## config.mk

```make
export PLATFORM = sky130hd
export DESIGN_NAME = i2c_master_core
export DESIGN_NICKNAME = d
export VERILOG_FILES = /design/src/rtl/i2c_master_core.sv
export SDC_FILE = /design/constraint.sdc
export NUM_CORES = 1
export LEC_CHECK = 0
export ABC_AREA = 1
export CELL_PAD_IN_SITES_DETAIL_PLACEMENT = 0
export CELL_PAD_IN_SITES_GLOBAL_PLACEMENT = 2
export CORE_MARGIN = 5
export CORE_UTILIZATION = 38
export CTS_BUF_LIST = sky130_fd_sc_hd__clkbuf_4
export CTS_CLUSTER_DIAMETER = 100
export DETAILED_ROUTE_END_ITERATION = 10
export PLACE_DENSITY = 0.87
export SYNTH_ARGS = -nofsm -noshare
export SYNTH_HDL_FRONTEND = slang
export SYNTH_SLANG_ARGS = --single-unit
```

## constraint.sdc

```tcl
create_clock -name clk -period 4.2 [get_ports clk]
set_clock_uncertainty 0.2 [all_clocks]
set_input_delay 0.84 -clock clk [delete_from_list [all_inputs] [get_ports clk]]
set_output_delay 0.84 -clock clk [all_outputs]
set_load 0.005 [all_outputs]
```

## src/rtl/i2c_master_core.sv

```systemverilog
// Byte-level single-master I2C initiator: START / repeated START / STOP / WRITE / READ on open-drain SCL/SDA.
// Latency: START/STOP 4*CLK_DIV+3 cycles, WRITE/READ 9*(4*CLK_DIV+2)+1 cycles, illegal command 1 cycle; +1 per stretch cycle.
// Backpressure: cmd_ready_o is high only when idle; slave clock stretching stalls the released SCL phases.
module i2c_master_core #(
   parameter int   CLK_DIV          = 250,
   parameter logic SYNC_RESET_VALUE = 1'b1
) (
   input  logic       clk,
   input  logic       rst,
   input  logic       cmd_valid_i,
   output logic       cmd_ready_o,
   input  logic [1:0] cmd_i,
   input  logic [7:0] data_i,
   input  logic       ack_i,
   output logic       done_o,
   output logic [7:0] data_o,
   output logic       ack_o,
   output logic       err_o,
   output logic       busy_o,
   output logic       bus_owned_o,
   input  logic       scl_i,
   input  logic       sda_i,
   output logic       scl_oe_o,
   output logic       sda_oe_o
);

   localparam logic [1:0]  CMD_START = 2'b00;
   localparam logic [1:0]  CMD_STOP  = 2'b01;
   localparam logic [1:0]  CMD_WRITE = 2'b10;
   localparam logic [1:0]  CMD_READ  = 2'b11;
   // Ordinary phases count CLK_DIV cycles; released phases get two extra
   // counts so the synchronizer latency is absorbed before stretching is honoured.
   localparam logic [16:0] DIV_M1    = 17'(CLK_DIV - 1);
   localparam logic [16:0] DIV_P1    = 17'(CLK_DIV + 1);

   typedef enum logic [1:0] {ST_IDLE, ST_RUN, ST_FIN} state_t;

   state_t      state_q, state_d;
   logic [1:0]  cmd_q, cmd_d;
   logic [1:0]  ph_q, ph_d;
   logic [3:0]  cell_q, cell_d;
   logic [16:0] cnt_q, cnt_d;
   logic [7:0]  wdat_q, wdat_d;
   logic        ackin_q, ackin_d;
   logic [7:0]  rx_q, rx_d;
   logic        acks_q, acks_d;
   logic        errp_q, errp_d;
   logic        scl_oe_q, scl_oe_d;
   logic        sda_oe_q, sda_oe_d;
   logic        done_q, done_d;
   logic [7:0]  data_q, data_d;
   logic        ack_q, ack_d;
   logic        err_q, err_d;
   logic        owned_q, owned_d;
   logic        scl_m_q, scl_s_q, sda_m_q, sda_s_q;
   logic        enter, tick, bit_v;

   // START/STOP release SCL in phase 1; bit cells release it in quarter 2.
   function automatic logic rel_phase(input logic [1:0] c, input logic [1:0] p);
      return c[1] ? (p == 2'd2) : (p == 2'd1);
   endfunction

   // Two-flop synchronizers for the asynchronous bus lines.
   always_ff @(posedge clk or posedge rst) begin
      if (rst) begin
         scl_m_q <= SYNC_RESET_VALUE;
         scl_s_q <= SYNC_RESET_VALUE;
         sda_m_q <= SYNC_RESET_VALUE;
         sda_s_q <= SYNC_RESET_VALUE;
      end else begin
         scl_m_q <= scl_i;
         scl_s_q <= scl_m_q;
         sda_m_q <= sda_i;
         sda_s_q <= sda_m_q;
      end
   end

   // Command sequencer: phase timing, bit shifting, line drive and completion.
   always_comb begin
      state_d  = state_q;
      cmd_d    = cmd_q;
      ph_d     = ph_q;
      cell_d   = cell_q;
      cnt_d    = cnt_q;
      wdat_d   = wdat_q;
      ackin_d  = ackin_q;
      rx_d     = rx_q;
      acks_d   = acks_q;
      errp_d   = errp_q;
      scl_oe_d = scl_oe_q;
      sda_oe_d = sda_oe_q;
      done_d   = 1'b0;
      data_d   = data_q;
      ack_d    = ack_q;
      err_d    = err_q;
      owned_d  = owned_q;
      enter    = 1'b0;
      tick     = 1'b0;
      bit_v    = 1'b1;

      case (state_q)
         ST_IDLE: begin
            if (cmd_valid_i) begin
               cmd_d   = cmd_i;
               wdat_d  = data_i;
               ackin_d = ack_i;
               ph_d    = 2'd0;
               cell_d  = 4'd0;
               cnt_d   = DIV_M1;
               if ((cmd_i != CMD_START) && !owned_q) begin
                  // Not owning the bus: complete at once with an error, lines untouched.
                  errp_d  = 1'b1;
                  state_d = ST_FIN;
               end else begin
                  errp_d  = 1'b0;
                  state_d = ST_RUN;
                  enter   = 1'b1;
               end
            end
         end
         ST_RUN: begin
            tick = !rel_phase(cmd_q, ph_q) || scl_s_q || (cnt_q > DIV_M1);
            // First cycle of the SCL-high quarter: take the bit.
            if (cmd_q[1] && (ph_q == 2'd3) && (cnt_q == DIV_M1)) begin
               if (cell_q == 4'd8) acks_d = sda_s_q;
               else                rx_d   = {rx_q[6:0], sda_s_q};
            end
            if (tick) begin
               if (cnt_q != 17'd0) begin
                  cnt_d = cnt_q - 17'd1;
               end else if ((ph_q == 2'd3) && (!cmd_q[1] || (cell_q == 4'd8))) begin
                  state_d = ST_FIN;
                  if (cmd_q[1]) scl_oe_d = 1'b1;
               end else begin
                  ph_d = ph_q + 2'd1;
                  if (ph_q == 2'd3) begin
                     cell_d = cell_q + 4'd1;
                     wdat_d = {wdat_q[6:0], 1'b0};
                  end
                  cnt_d = rel_phase(cmd_q, ph_d) ? DIV_P1 : DIV_M1;
                  enter = 1'b1;
               end
            end
         end
         ST_FIN: begin
            state_d = ST_IDLE;
            done_d  = 1'b1;
            err_d   = errp_q;
            if (!errp_q) begin
               case (cmd_q)
                  CMD_START: owned_d = 1'b1;
                  CMD_STOP:  owned_d = 1'b0;
                  CMD_WRITE: ack_d   = acks_q;
                  default:   data_d  = rx_q;
               endcase
            end
         end
         default: state_d = ST_IDLE;
      endcase

      // Line levels are set once, on entry to each phase.
      if (enter) begin
         if (cell_d == 4'd8) bit_v = (cmd_d == CMD_READ) ? ackin_d : 1'b1;
         else                bit_v = (cmd_d == CMD_WRITE) ? wdat_d[7] : 1'b1;
         case (cmd_d)
            CMD_START: begin
               case (ph_d)
                  2'd0:    sda_oe_d = 1'b0;
                  2'd1:    scl_oe_d = 1'b0;
                  2'd2:    sda_oe_d = 1'b1;
                  default: scl_oe_d = 1'b1;
               endcase
            end
            CMD_STOP: begin
               case (ph_d)
                  2'd0: begin
                     sda_oe_d = 1'b1;
                     scl_oe_d = 1'b1;
                  end
                  2'd1:    scl_oe_d = 1'b0;
                  2'd2:    sda_oe_d = 1'b0;
                  default: ;
               endcase
            end
            default: begin
               case (ph_d)
                  2'd0: begin
                     scl_oe_d = 1'b1;
                     sda_oe_d = ~bit_v;
                  end
                  2'd1:    scl_oe_d = 1'b1;
                  2'd2:    scl_oe_d = 1'b0;
                  default: ;
               endcase
            end
         endcase
      end
   end

   // State and output registers; reset releases both lines immediately.
   always_ff @(posedge clk or posedge rst) begin
      if (rst) begin
         state_q  <= ST_IDLE;
         cmd_q    <= CMD_START;
         ph_q     <= 2'd0;
         cell_q   <= 4'd0;
         cnt_q    <= 17'd0;
         wdat_q   <= 8'd0;
         ackin_q  <= 1'b0;
         rx_q     <= 8'd0;
         acks_q   <= 1'b0;
         errp_q   <= 1'b0;
         scl_oe_q <= 1'b0;
         sda_oe_q <= 1'b0;
         done_q   <= 1'b0;
         data_q   <= 8'd0;
         ack_q    <= 1'b0;
         err_q    <= 1'b0;
         owned_q  <= 1'b0;
      end else begin
         state_q  <= state_d;
         cmd_q    <= cmd_d;
         ph_q     <= ph_d;
         cell_q   <= cell_d;
         cnt_q    <= cnt_d;
         wdat_q   <= wdat_d;
         ackin_q  <= ackin_d;
         rx_q     <= rx_d;
         acks_q   <= acks_d;
         errp_q   <= errp_d;
         scl_oe_q <= scl_oe_d;
         sda_oe_q <= sda_oe_d;
         done_q   <= done_d;
         data_q   <= data_d;
         ack_q    <= ack_d;
         err_q    <= err_d;
         owned_q  <= owned_d;
      end
   end

   assign cmd_ready_o = (state_q == ST_IDLE);
   assign busy_o      = (state_q != ST_IDLE);
   assign done_o      = done_q;
   assign data_o      = data_q;
   assign ack_o       = ack_q;
   assign err_o       = err_q;
   assign bus_owned_o = owned_q;
   assign scl_oe_o    = scl_oe_q;
   assign sda_oe_o    = sda_oe_q;

endmodule

```

==> qor.yml <==
status: "completed"
fp-row-count: 34
num_vias: 2852
clock.fmax_ghz: 0.357
fillCellCount: 910
finalPower_w: 0.00111
place.gp.congestion: 0.763
ir_drop_mv: 0.178
track_usage_pct: 15.2
synth_cells: 431
diodes: 0
syn_area_per_cell_um2: 7.98
worstPathArrival_ns: 2.96
antenna_found_initial: 0
p_per_area_mw_per_mm2: 278
rsz0062_at_grt: "false"
crit_fanout: 14
htree_levels: 3
die_area_mm2: 0.0111
design_area_mm2: 0.00401
start_util_pct: 39.3
synth_seq_area_share_pct: 46.7
cts_max_path_buffers: 2
drc: 0
fin_nets: 492
vias_per_cell: 4.89
reg2reg_from: "state_q[1]"
dp_hpwl_mm: 5.96
grt_overflow_total: 0
wl_met3_um: 297
drt_first_pass_iters: 4
drt_iter0_drc: 102
min_path_type: "flop to flop"
grt_start_max_net_pins: 45
setup_viol: 0
cap_viol_max_count: 0
clk_pin_slew_ns: 0.11
drive_above_1_share_pct: 13.3
crit_slowest_cell: "clkdlybuf4s50_1"
drt-met1-wl_mm: 3.97
cp_slowest_stage_delay_ns: 0.51
period_needed_ns: 2.80
antenna_left: 0
grt_pass1_vias: 2790
die_x_um: 105
clock_sinks: 64
cp.required_ns: 4.36
startpoint_type: "input pin"
hold_viol: 0
multiInputGateArea_mm2: 0.00157
dieHeight_um: 105
min_from: "sda_m_q"
ys_ff_latch: 64
ios: 32
core_mm2: 0.00876
synthToLayoutAreaGrowth_pct: 16.5
ys_warn_count: 0
path_cells: "clkdlybuf4s50_1, inv_1, nor2_2, inv_1, o21ai_2, inv_1, nor2_1, nand3_1, nand2_1, nor2_1, nand3_1, nand2_1, inv_1"
grt_first_pass_wirelength_mm: 13.7
r2r_cells: 13
syn-num-nets: 453
routed_wl_mm: 7.95
synth_edf_count: 0
highest_layer: "met4"
post-cts-setup-buffer-count: 0
root_buffer: "clkbuf_4"
cts_resized: 0
timing_max_transition_violations_final: 0
portBuffers: 31
power_leakage_nw: 1.87
ctsHoldBuffers: 0
cts_buffers: 9
drt-wirelength-per-cell_um: 13.6
hold_depth: 0
fin_tns_setup_ns: 0
finalCritPeriodShare_pct: 66.8
regArea_mm2: 0.00161
synth_flop_cell: "dfrtp_1"
wl_met2_mm: 3.60
ys_async_sr_fraction_pct: 100
tightest_slew_ns: 0.916
synth_area_mm2: 0.00344
crit_top_cell: "inv_1"
cts_tree: "built"
ys_types: 40
crit_path_end_kind: "flop"
min_to: "sda_s_q"
relSlewSlack_pct: 38.9
r2r_end: "sda_oe_o"
r2r_slack_ns: 1.67
clk_latency_ns: 0.43
placed_cell_area_mm2: 0.00387
worstSetupPathType: "input pin to flop"
## routing by layer
metal  global-route usage [%]  up-vias
met4                     5.30        0
li1                         -     1479
met1                     21.1     1321
met5                        0        -
met3                     3.64        7
met2                     23.2       45
## registers in the layout, summed over array words and instances, names as in the netlist, 2 cells and up
name / count
wdat_q: 8
cnt_q: 17
cmd_q: 2
data_o: 8
state_q: 2
ph_q: 2
cell_q: 4
rx_q: 8
## worst max path at each step
| stage | slack, ns | startpoint | cells past startpoint | endpoint |
|---|---|---|---|---|
| detailed placement | 0.95 | cmd_valid_i | 13 | sda_oe_o |
| finish | 1.40 | cmd_valid_i | 13 | sda_oe_o |
| CTS | 1.39 | cmd_valid_i | 13 | sda_oe_o |
| floorplan | 1.57 | rst | 1 | ack_o |
| global route | 1.18 | cmd_valid_i | 13 | sda_oe_o |
| global placement | 1.02 | cmd_valid_i | 13 | sda_oe_o |
## synthesized netlist by cell type, types with 3 or more instances
master      n  area share (%)
a21oi_1    13             1.9
nand2_2     8             1.5
nor2_4      5             1.6
nor2_2      8             1.5
dfrtp_1    60              44
clkbuf_1    3            0.33
o21ai_1     4            0.58
nand3_1    28             4.1
nand4_1     5            0.91
nor3b_1     4            0.87
inv_1      55             6.0
nor3_1      8             1.2
nor4_1      3            0.55
nand2_1   100              11
a22oi_1     3            0.65
inv_2       7            0.76
o21a_1      4            0.87
ha_1        6             2.2
o21ai_0    33             4.8
nor2_1     42             4.6
o211ai_1    3            0.65
dfstp_2     4             3.1
## metrics by stage
stage | std cells | utilization (%) | setup slack, ns | hold slack [ns]
2_1_floorplan | 431 | - | 1.57 | 0.145
3_3_place_gp | 567 | 44.2 | 1.02 | 0.146
3_5_place_dp | 567 | 44.2 | 0.954 | 0.148
4_1_cts | 583 | 45.8 | 1.39 | 0.165
5_1_grt | 583 | 45.8 | 1.18 | 0.168
6_report | 583 | 45.8 | 1.40 | 0.163
## power by group
part	internal (W)	total [W]	switching, W
sequential	0.000623	0.000627	0.00000418
combinational	0.0000224	0.0000504	0.0000280
clock	0.000181	0.000436	0.000255
total	0.000827	0.00111	0.000287
## cell type report
type	instances	share of cell area [%]
clock buffer	9	1.68
clock inverter	7	1.78
inverter	63	5.96
multi-input combinational	299	39.0
sequential	64	40.1
tap	108	3.37
timing repair buffer	33	8.11
## cells in the final DEF, fill, tap and decap left out, drive strengths merged, types with 4 or more instances in the layout
cell type,netlist,final
nand2,110,110
inv,63,64
dfrtp,60,60
nor2,55,55
o21ai,38,38
nand3,32,32
clkdlybuf4s50,0,31
a21oi,15,15
clkbuf,3,9
nor3,9,9
ha,6,6
nand4,5,5
nor3b,4,4
o21a,4,4
dfstp,4,4
## worst max-delay path, delay by kind of cell
| kind | cells | cell delay (ns) |
|---|---|---|
| AOI/OAI and AO/OA | 1 | 0.25 |
| buffers and inverters | 5 | 0.95 |
| and+or+nand+nor | 7 | 0.93 |
## logic make-up after synthesis
logic type / count (synthesis) / synth area share [%]
xor gates and xnor gates: 1 / 0.255
adders and majority gates: 6 / 2.18
buffers and inverters: 68 / 7.82
and+or+nand+nor: 220 / 30.6
AOI/OAI and AO/OA: 70 / 11.8
muxes: 2 / 0.654
DFF: 64 / 46.7
No activity file was read; power rests on OpenSTA's default activity.
==> variant, RTL diff (same flow settings) <==
Register the output `err_o` once more, with the module's reset; this adds one clock of latency there. The other outputs are not delayed to match.
--- a/src/rtl/i2c_master_core.sv
+++ b/src/rtl/i2c_master_core.sv
@@ -245,3 +245,9 @@
    assign ack_o       = ack_q;
-   assign err_o       = err_q;
+   always_ff @(posedge clk or posedge rst) begin
+      if (rst) begin
+         err_o <= '0;
+      end else begin
+         err_o <= err_q;
+      end
+   end
    assign bus_owned_o = owned_q;
Formal check against the unedited RTL: not equivalent (a bounded check fails within 4 cycles, from zero or initial values and one cycle with rst high).
==> variant against the original RTL <==
Final cell count up 5.1%; synthesized area up 3.1%; worst setup slack worse by 130 ps; wire length up 10%; non-clock buffer count unchanged; highest routed layer unchanged; sequential cell count up 1; final area up 3.3%; sequential share of layout area down 0.67 points.
Power is not compared: it rests on default switching activity, and its combinational part moved more than twofold at a synthesized area within 25%.
==> variant: results <==
[outcome]
status = completed

[global_routing]
met2_usage_pct = 26.57
grt.total_usage_pct = 16.19
grt_pass1_wl_um = 14770
use_met1_pct = 21.88
grt_max_degree = 35

[worst_setup_path]
worst_path_max_delay_cell = nor2_2
cp.arrival_ps = 3090
worstPathMaxFanout = 14
max_stage_delay_ps = 550
reg2reg_depth = 12

[place]
dp.cells = 597
gp_congestion = 0.7723
dp_hpwl_um = 6538

[cts]
path_clk_slew_ps = 130
clock-root-buffer = clkbuf_4

[route]
wl_met3_um = 325
vias_per_cell = 4.959
via_count = 3040
drtIter0Drc = 148
wl_per_cell_um = 14.27
met2WireLength_um = 4176
drt-met1-wl_um = 4170

[timing]
tightest_slew_ps = 761.0

[layout]
n_antenna_cell = 0
largest_reg_flops = 17
drive_above_1_share_pct = 12.35

[logic_synthesis]
syn_avg_cell_area_sq_um = 7.728
syn_nets = 481
synth.distinct_cells = 45
synth.area.top_cells = dfrtp_1, nand2_1, inv_1, nand3_1, nor2_1
yosys-top-cells-count = nand2_1, dfrtp_1, inv_1

[hold_path]
hold_class = reg -> reg
holdPathStages = 0
-- variant: path summary, 6_finish.rpt --
path                              from        to  slack [ps]
max                        cmd_valid_i  sda_oe_o        1270
min reg2reg                    scl_m_q   scl_s_q         160
max in group asynchronous          rst   ph_q[0]        2490
min                            scl_m_q   scl_s_q         160
min in group asynchronous          rst   rx_q[5]         660
max reg2reg                  cell_q[0]  cnt_q[5]        1320
-- variant: area by class of cell --
class                   instances  share of cell area [%]
multi-input cells             325                   39.61
flip-flops and latches         65                   39.40
repair buffers                 33                   8.157
inverters                      63                   5.921
well taps                     111                   3.353
clock inverters                 7                   1.934
clock buffers                   9                   1.631
-- variant: power by group through the flow --
stage                     Clock [mW]  Combinational (mW)  Sequential, mW
after floorplan                    0               0.499           0.816
after global placement             0               0.729           0.839
after detailed placement           0               0.734           0.842
after CTS                      0.465               0.739           0.829
after global routing           0.487               0.829           0.845
final                          0.448               0.729           0.828
-- variant: worst max-delay path, delay by kind of cell --
kind / cells / cell delay [ps]
AND/OR/NAND/NOR: 6 / 1020
AO/OA/AOI/OAI: 1 / 340
buffers and inverters: 4 / 900
-- variant: through the flow --
step                      cell area [sq um]  setup slack (ps)
final                                  4141              1268
after global placement                 3994             958.0
after floorplan                        3547              1540
after CTS                              4141              1298
after global routing                   4141              1075
after detailed placement               3994             846.9
-- variant: kinds of logic (layout without fill, tap and decap cells) --
kind of cell	after synthesis	after routing	synth area share (%)
adder cells (fa/ha/maj)	6	6	2.116
buffers and inverters	69	112	7.760
AND/OR/NAND/NOR	244	244	31.64
XOR/XNOR	2	2	0.4939
multiplexers	2	2	0.6349
AO/OA/AOI/OAI	71	71	11.36
flip-flops	65	65	46.00
